`src/rtl/multdiv_sequencer.sv`:
```
`default_nettype none
// ============================================================================
// Module      : multdiv_sequencer
// Description : Sequences one multiply or divide request at a time through
//               external multiplier/divider units. It latches operands, issues
//               a one-cycle start pulse, waits for the selected unit's ready,
//               and then presents the result for one cycle. While an operation
//               is in flight it holds the pipeline stalled. Flush aborts any
//               in-flight operation.
//               Optional WAIT timeout: define MULTDIV_TIMEOUT_EN.
// Revision    : 1.0 - initial release
// ============================================================================
module multdiv_sequencer #(
  parameter int TIMEOUT_CYCLES = 40
) (
  input  logic        clock,
  input  logic        reset_n,
  // pipeline request
  input  logic        req_valid,
  input  logic        req_is_div,
  input  logic [31:0] req_a,
  input  logic [31:0] req_b,
  input  logic [4:0]  req_tag,
  input  logic        flush,
  output logic        stall,
  // unit start pulses and operands
  output logic        mult_ctrl,
  output logic        div_ctrl,
  output logic [31:0] unit_a,
  output logic [31:0] unit_b,
  // unit returns
  input  logic [31:0] mult_result,
  input  logic        mult_exception,
  input  logic        mult_rdy,
  input  logic [31:0] div_result,
  input  logic        div_exception,
  input  logic        div_rdy,
  // completed result
  output logic        result_valid,
  output logic [31:0] result,
  output logic [4:0]  result_tag,
  output logic        result_exception,
  output logic        timeout
);

  typedef enum logic [1:0] {
    IDLE   = 2'd0,
    LAUNCH = 2'd1,
    WAIT   = 2'd2,
    DONE   = 2'd3
  } state_t;

  state_t      state;
  state_t      state_nxt;
  logic        op_div;
  logic [4:0]  lat_tag;
  logic        accept;
  logic        capture;
  logic        to_hit;
  logic        sel_rdy;
  logic [31:0] sel_result;
  logic        sel_exc;

  // Only the unit that was launched is listened to; the other is ignored.
  assign sel_rdy    = op_div ? div_rdy       : mult_rdy;
  assign sel_result = op_div ? div_result    : mult_result;
  assign sel_exc    = op_div ? div_exception : mult_exception;

  // A non-positive timeout budget cannot be honoured; this empty block just
  // anchors the parameter so both builds elaborate it identically.
  if (TIMEOUT_CYCLES < 1) begin : g_timeout_range_guard
  end

`ifdef MULTDIV_TIMEOUT_EN
  localparam int CNT_W = $clog2(TIMEOUT_CYCLES + 1);
  localparam logic [CNT_W-1:0] CNT_LAST = CNT_W'(TIMEOUT_CYCLES - 1);

  logic [CNT_W-1:0] wait_cnt;
  logic             to_flag;

  // WAIT-cycle counter: cleared in LAUNCH so it reads 0 on the first WAIT cycle.
  always_ff @(posedge clock or negedge reset_n) begin
    if (!reset_n) begin
      wait_cnt <= '0;
    end else if (state == LAUNCH) begin
      wait_cnt <= '0;
    end else if (state == WAIT) begin
      wait_cnt <= wait_cnt + CNT_W'(1);
    end
  end

  // Abort on the last budgeted WAIT cycle; a ready or flush in that cycle wins.
  assign to_hit  = (state == WAIT) && !sel_rdy && !flush && (wait_cnt == CNT_LAST);
  assign timeout = (state == DONE) && to_flag;

  // Remembers whether the current DONE came from a timeout rather than a unit.
  always_ff @(posedge clock or negedge reset_n) begin
    if (!reset_n) begin
      to_flag <= 1'b0;
    end else if (capture) begin
      to_flag <= 1'b0;
    end else if (to_hit) begin
      to_flag <= 1'b1;
    end
  end
`else
  assign to_hit  = 1'b0;
  assign timeout = 1'b0;
`endif

  // State register.
  always_ff @(posedge clock or negedge reset_n) begin
    if (!reset_n) begin
      state <= IDLE;
    end else begin
      state <= state_nxt;
    end
  end

  // Next-state logic; flush overrides every other transition and capture.
  always_comb begin
    state_nxt = state;
    accept    = 1'b0;
    capture   = 1'b0;
    case (state)
      IDLE: begin
        if (req_valid) begin
          state_nxt = LAUNCH;
          accept    = 1'b1;
        end
      end
      LAUNCH: state_nxt = WAIT;
      WAIT: begin
        if (sel_rdy) begin
          state_nxt = DONE;
          capture   = 1'b1;
        end else if (to_hit) begin
          state_nxt = DONE;
        end
      end
      DONE:    state_nxt = IDLE;
      default: state_nxt = IDLE;
    endcase
    if (flush) begin
      state_nxt = IDLE;
      accept    = 1'b0;
      capture   = 1'b0;
    end
  end

  // Request latch: operands stay frozen from LAUNCH through DONE.
  always_ff @(posedge clock or negedge reset_n) begin
    if (!reset_n) begin
      unit_a  <= '0;
      unit_b  <= '0;
      op_div  <= 1'b0;
      lat_tag <= '0;
    end else if (accept) begin
      unit_a  <= req_a;
      unit_b  <= req_b;
      op_div  <= req_is_div;
      lat_tag <= req_tag;
    end
  end

  // Result capture: holds until the next unit return or timeout.
  always_ff @(posedge clock or negedge reset_n) begin
    if (!reset_n) begin
      result           <= '0;
      result_tag       <= '0;
      result_exception <= 1'b0;
    end else if (capture) begin
      result           <= sel_result;
      result_tag       <= lat_tag;
      result_exception <= sel_exc;
    end else if (to_hit) begin
      result           <= '0;
      result_tag       <= lat_tag;
      result_exception <= 1'b1;
    end
  end

  // Strobes decode straight from state, so reset clears them immediately.
  assign mult_ctrl    = (state == LAUNCH) && !op_div;
  assign div_ctrl     = (state == LAUNCH) &&  op_div;
  assign result_valid = (state == DONE);
  assign stall        = ((state == IDLE) && req_valid && reset_n) ||
                        (state == LAUNCH) || (state == WAIT);

endmodule
`default_nettype wire

```
`config.mk`:
```
export PLATFORM = sky130hd
export DESIGN_NAME = multdiv_sequencer
export DESIGN_NICKNAME = d
export VERILOG_FILES = /design/src/rtl/multdiv_sequencer.sv
export SDC_FILE = /design/constraint.sdc
export NUM_CORES = 1
export LEC_CHECK = 0
export ABC_AREA = 0
export ABC_CLOCK_PERIOD_IN_PS = 2280
export BUFFER_PORTS_ARGS = -buffer_cell sky130_fd_sc_hd__buf_2
export CORE_AREA = 4 4 108 110
export DETAILED_ROUTE_END_ITERATION = 12
export DIE_AREA = 0 0 112 114
export GPL_ROUTABILITY_DRIVEN = 0
export HOLD_SLACK_MARGIN = 0.02
export PLACE_DENSITY_LB_ADDON = 0.3
export RECOVER_POWER = 100
export REMOVE_ABC_BUFFERS = 1
export SLEW_MARGIN = 5
export SYNTH_ARGS = -nofsm -noshare
export SYNTH_HDL_FRONTEND = slang
export SYNTH_SLANG_ARGS = --single-unit
```
`constraint.sdc`:
```
create_clock -name clock -period 2.28 [get_ports clock]
set_clock_uncertainty 0.1 [all_clocks]
set_input_delay 0.456 -clock clock [delete_from_list [all_inputs] [get_ports clock]]
set_output_delay 0.456 -clock clock [all_outputs]
set_load 0.01 [all_outputs]
```
=== Word level (Yosys, flattened, before mapping) ===
Cells that the tools add are included.

* Equal/unequal tests: 5
* Mux-type cells: 13
* Reductions and logical operators: 9

{| class="wikitable"
|+ Operator list
! kind !! count
|-
| $mux 32 || 1
|-
| $mux 1 || 8
|-
| $pmux 2 s4 || 1
|-
| $mux 2 || 3
|-
| $ne 3x3->1 const B || 2
|-
| $eq 2x2->1 const B || 2
|-
| $logic_and 1x1->1 || 4
|-
| $eq 2x1->1 const B || 1
|-
| $logic_not 2->1 || 1
|-
| $logic_or 1x1->1 || 2
|-
| $reduce_and 2->1 || 1
|-
| $logic_not 1->1 || 1
|}

* Bits in registers: 110
* Bits of input ports: 142

=== Logic depth before layout (Yosys ltp) ===
* Word-level depth: 5
* Mapped depth: 6

=== Worst setup path after synthesis ===
No wires, ideal clock.

* Path type: register to register
* Start: reg state[0]
* End: reg result[20]
* Arrival time: 1.547 ns
* Required time: 2.052 ns
* Setup slack: 0.506 ns
* Stages on the path, launching flop included: 7
* Cell sequence: dfrtp_1 -> inv_1 -> ha_1 -> nor3b_2 -> buf_6 -> buf_8 -> mux2_1

* Cells in the longest elaborated chain, start to end: 3

{| class="wikitable"
|+ RTL lines
! what !! line !! RTL
|-
| from (decl) || 53 || <nowiki>state_t state;</nowiki>
|-
| from (signal assigned) || 116 || <nowiki>state <= state_nxt;</nowiki>
|-
| $eq 2x2->1 || 125 || <nowiki>case (state)</nowiki>
|-
| $mux 1 || 125 ||
|-
| $mux 1 || 144 || <nowiki>if (flush) begin</nowiki>
|-
| to (signal assigned) || 173 || <nowiki>result <= sel_result;</nowiki>
|-
| to (decl) || 40 || <nowiki>output logic [31:0] result,</nowiki>
|}

No other way between the ends.
A chain may end at the register's enable or synchronous reset.

=== Worst setup path in the final report ===
* Start: reg state[0]
* End: out stall

* Cells in the longest elaborated chain, start to end: 5
* Elaborated cells between the ends (all ways): 7
* Those cells by class: eq/ne (2); reduce/logical (5)

{| class="wikitable"
|+ RTL lines
! what !! line !! RTL
|-
| $logic_not 2->1 || 187 || <nowiki>assign stall = ((state == IDLE) && req_valid && reset_n) ||</nowiki>
|-
| $logic_and 1x1->1 (2 in a row) || 187 ||
|-
| $logic_or 1x1->1 || 187 ||
|-
| $logic_or 1x1->1 (*) || 188 || <nowiki>(state == LAUNCH) || (state == WAIT);</nowiki>
|-
| to (decl) || 25 || <nowiki>output logic stall,</nowiki>
|}

Every way passes the cells marked *; elsewhere a longest branch is shown, timed or not.

==> impl_metrics.json <==
{
  "critPathMaxFanout": 6,
  "dieArea_um2": 12800,
  "end_kind": "output port",
  "antennaDiodeCount": 0,
  "final_cell_mix": "142 x buf_2, 120 x mux2_2, 110 x dfrtp_1",
  "switching_power_uw": 2690,
  "crit_cells": 4,
  "dp_hpwl_mm": 8.70,
  "grt_pass1_vias": 3564,
  "grt_max_degree": 111,
  "r2r_end": "result[2]$_DFFE_PN0P_",
  "htree_levels": 3,
  "slowest_delay_ns": 0.40,
  "die-width_um": 112,
  "crit_type": "register to output port",
  "ys_seq_area_share_pct": 58.4,
  "drt-pass1-iter-count": 3,
  "ir_drop_mv": 0.732,
  "overflow": 0,
  "root_buffer": "clkbuf_8",
  "worstReg2RegStart": "state[0]$_DFFE_PN0P_",
  "finalMaxSlewViolations": 0,
  "ff2ff_setup_slack_ns": 0.19,
  "drtAntennaViolNets": 0,
  "worst_slew_pin_slew_ns": 1.46,
  "routed_wirelength_mm": 11.3,
  "power_frac_seq_pct": 43.3,
  "viasPerCell": 4.74,
  "syn_area_per_cell_um2": 16.2,
  "clkLatencyLatePin_ns": 0.36,
  "synth_cell_types": 23,
  "postCtsSetupBuffers": 0,
  "power.leakage_uw": 0.00285,
  "drive_above_1_share_pct": 52.7,
  "syn_to_final_growth_pct": 29.9,
  "final_common_cell": "buf_2",
  "netlist_area_um2": 4710,
  "clock-sinks": 110,
  "relSlewSlack_pct": 2.69,
  "nNetsFinal": 684,
  "ys_ff_latch": 110,
  "crit_required_ns": 1.72,
  "finalHoldViolCount": 0,
  "finalSetupViolations": 0,
  "wl_per_cell_um": 16.5,
  "yosys_warnings": 0,
  "route.detailed.drc": 0,
  "cellPowerDensity_nw_per_um2": 1290,
  "switching_share_pct": 34.0,
  "worst-r2r-cell-count": 5,
  "crit_chain": "inv_1, ha_1, a311o_1, clkbuf_2",
  "final_core_util_pct": 57.2,
  "io_buffers": 247,
  "critPathBufInv": 2,
  "cts_made_buffers": 9,
  "fp-row-count": 38,
  "placed_cell_area_um2": 6090,
  "clkPwrFrac_pct": 17.6,
  "hold_buffers": 0,
  "status": "completed",
  "timing.final.crit_share_pct": 93.7,
  "slowest_stage": "dfrtp_1",
  "path_delay_family": "flip-flops",
  "ioPinCount": 249,
  "antenna_found_initial": 0,
  "cts_max_path_buffers": 2,
  "cp-start-kind": "register",
  "synth_cells": 290,
  "drv_cap": 0,
  "grt_pass1_wl_mm": 18.1,
  "vias": 3226,
  "fp.dieH_um": 114,
  "cts-resized-gates": 0,
  "endpoint": "stall",
  "first_iter_violations": 114,
  "hold_class": "primary input to register",
  "rsz0062_at_grt": "false",
  "fin_crit_ns": 2.14,
  "track_usage_pct": 18.0,
  "cts_tree": "built",
  "p_int_uw": 5210,
  "finish.instance_area_um2": 6120,
  "start_util_pct": 44.0,
  "core_area_um2": 10700,
  "path_clk_slew_ns": 0.10,
  "arrival_ns": 1.58,
  "fillCellCount": 967,
  "p_comb_share_pct": 39.0,
  "critPathLaunch": "state[0]$_DFFE_PN0P_",
  "clock.fmax_mhz": 468
}
## cells by family after synthesis
kind of cell    after synthesis  synth area share [%]
other cells                   1                0.0796
mux                         142                  35.4
compound gates                5                 0.930
simple gates                  8                  1.20
buf+inv                      19                  2.60
fa+ha+maj                     5                  1.33
flops                       110                  58.4
## area by class of cell
| type | instances | area [um2] | share of cell area [%] |
|---|---|---|---|
| Multi-Input combinational cell | 161 | 1780 | 29.1 |
| Inverter | 3 | 11.3 | 0.184 |
| Tap cell | 140 | 175 | 2.86 |
| Sequential cell | 110 | 2750 | 45.0 |
| Clock inverter | 5 | 108 | 1.76 |
| Timing Repair Buffer | 252 | 1160 | 18.9 |
| Clock buffer | 10 | 138 | 2.25 |
## synthesized netlist by cell type
library cell / instances / area [um2]
buf_4: 1 / 7.51
buf_8: 2 / 30.0
dfrtp_1: 110 / 2750
a21o_1: 1 / 7.51
ha_1: 5 / 62.6
inv_1: 3 / 11.3
a311o_1: 1 / 10.0
and2_1: 2 / 12.5
nand3b_1: 1 / 7.51
clkbuf_1: 3 / 11.3
a2111oi_0: 1 / 8.76
mux2_1: 2 / 22.5
a211oi_1: 1 / 7.51
nor2b_1: 3 / 18.8
a221o_1: 1 / 10.0
mux2_2: 121 / 1360
buf_6: 2 / 22.5
mux2_4: 18 / 270
nor3b_2: 1 / 12.5
nor3_1: 1 / 5.00
buf_2: 8 / 40.0
mux2i_2: 1 / 13.8
conb_1: 1 / 3.75
## per-layer routing
layer	share of wire [%]	wire, um	global-route usage [%]	vias to the layer above
met4	1.5	167	6.97	0
met5	0	0	0	-
met3	12	1350	7.75	12
met1	38	4270	20.4	1523
met2	49	5480	30.3	172
li1	-	-	-	1519
## power by group through the flow
stage / clock [uW] / combinational [uW] / sequential, uW
6_report: 1390 / 3080 / 3420
4_1_cts: 1440 / 3570 / 3420
5_1_grt: 1530 / 3390 / 3560
3_3_place_gp: 0 / 3460 / 3420
3_5_place_dp: 0 / 3560 / 3450
2_1_floorplan: 0 / 1550 / 3940
## registers in the layout (all words and copies together), names as in the netlist
register	count
result_tag	5
unit_b	32
lat_tag	5
state	2
result	32
result_exception	1
op_div	1
unit_a	32
## metrics by stage
| step | worst slack [ns] | TNS (ns) | std cells | total power, uW | hold WS, ns |
|---|---|---|---|---|---|
| detailed placement | 0.355 | 0 | 666 | 7010 | 0.372 |
| floorplan | -1.58 | -127.16 | 274 | 5490 | 0.0604 |
| CTS | 0.101 | 0 | 681 | 8430 | 0.101 |
| global placement | 0.430 | 0 | 666 | 6880 | 0.368 |
| finish | 0.144 | 0 | 681 | 7900 | 0.216 |
| global route | 0.0344 | 0 | 681 | 8480 | 0.184 |
## how the worst min path moves through the flow
| stage | start | to | cells past startpoint | slack, ns |
|---|---|---|---|---|
| after floorplan | reset_n | lat_tag[0]$_DFFE_PN0P_ | 0 | 0.06 |
| after global placement | result[20]$_DFFE_PN0P_ | result[20]$_DFFE_PN0P_ | 1 | 0.37 |
| after detailed placement | result[28]$_DFFE_PN0P_ | result[28]$_DFFE_PN0P_ | 1 | 0.37 |
| after CTS | reset_n | result[28]$_DFFE_PN0P_ | 2 | 0.10 |
| after global routing | req_b[3] | unit_b[3]$_DFFE_PN0P_ | 2 | 0.18 |
| final | req_b[17] | unit_b[17]$_DFFE_PN0P_ | 2 | 0.22 |
Note: power is estimated with default switching activity, not from simulation.
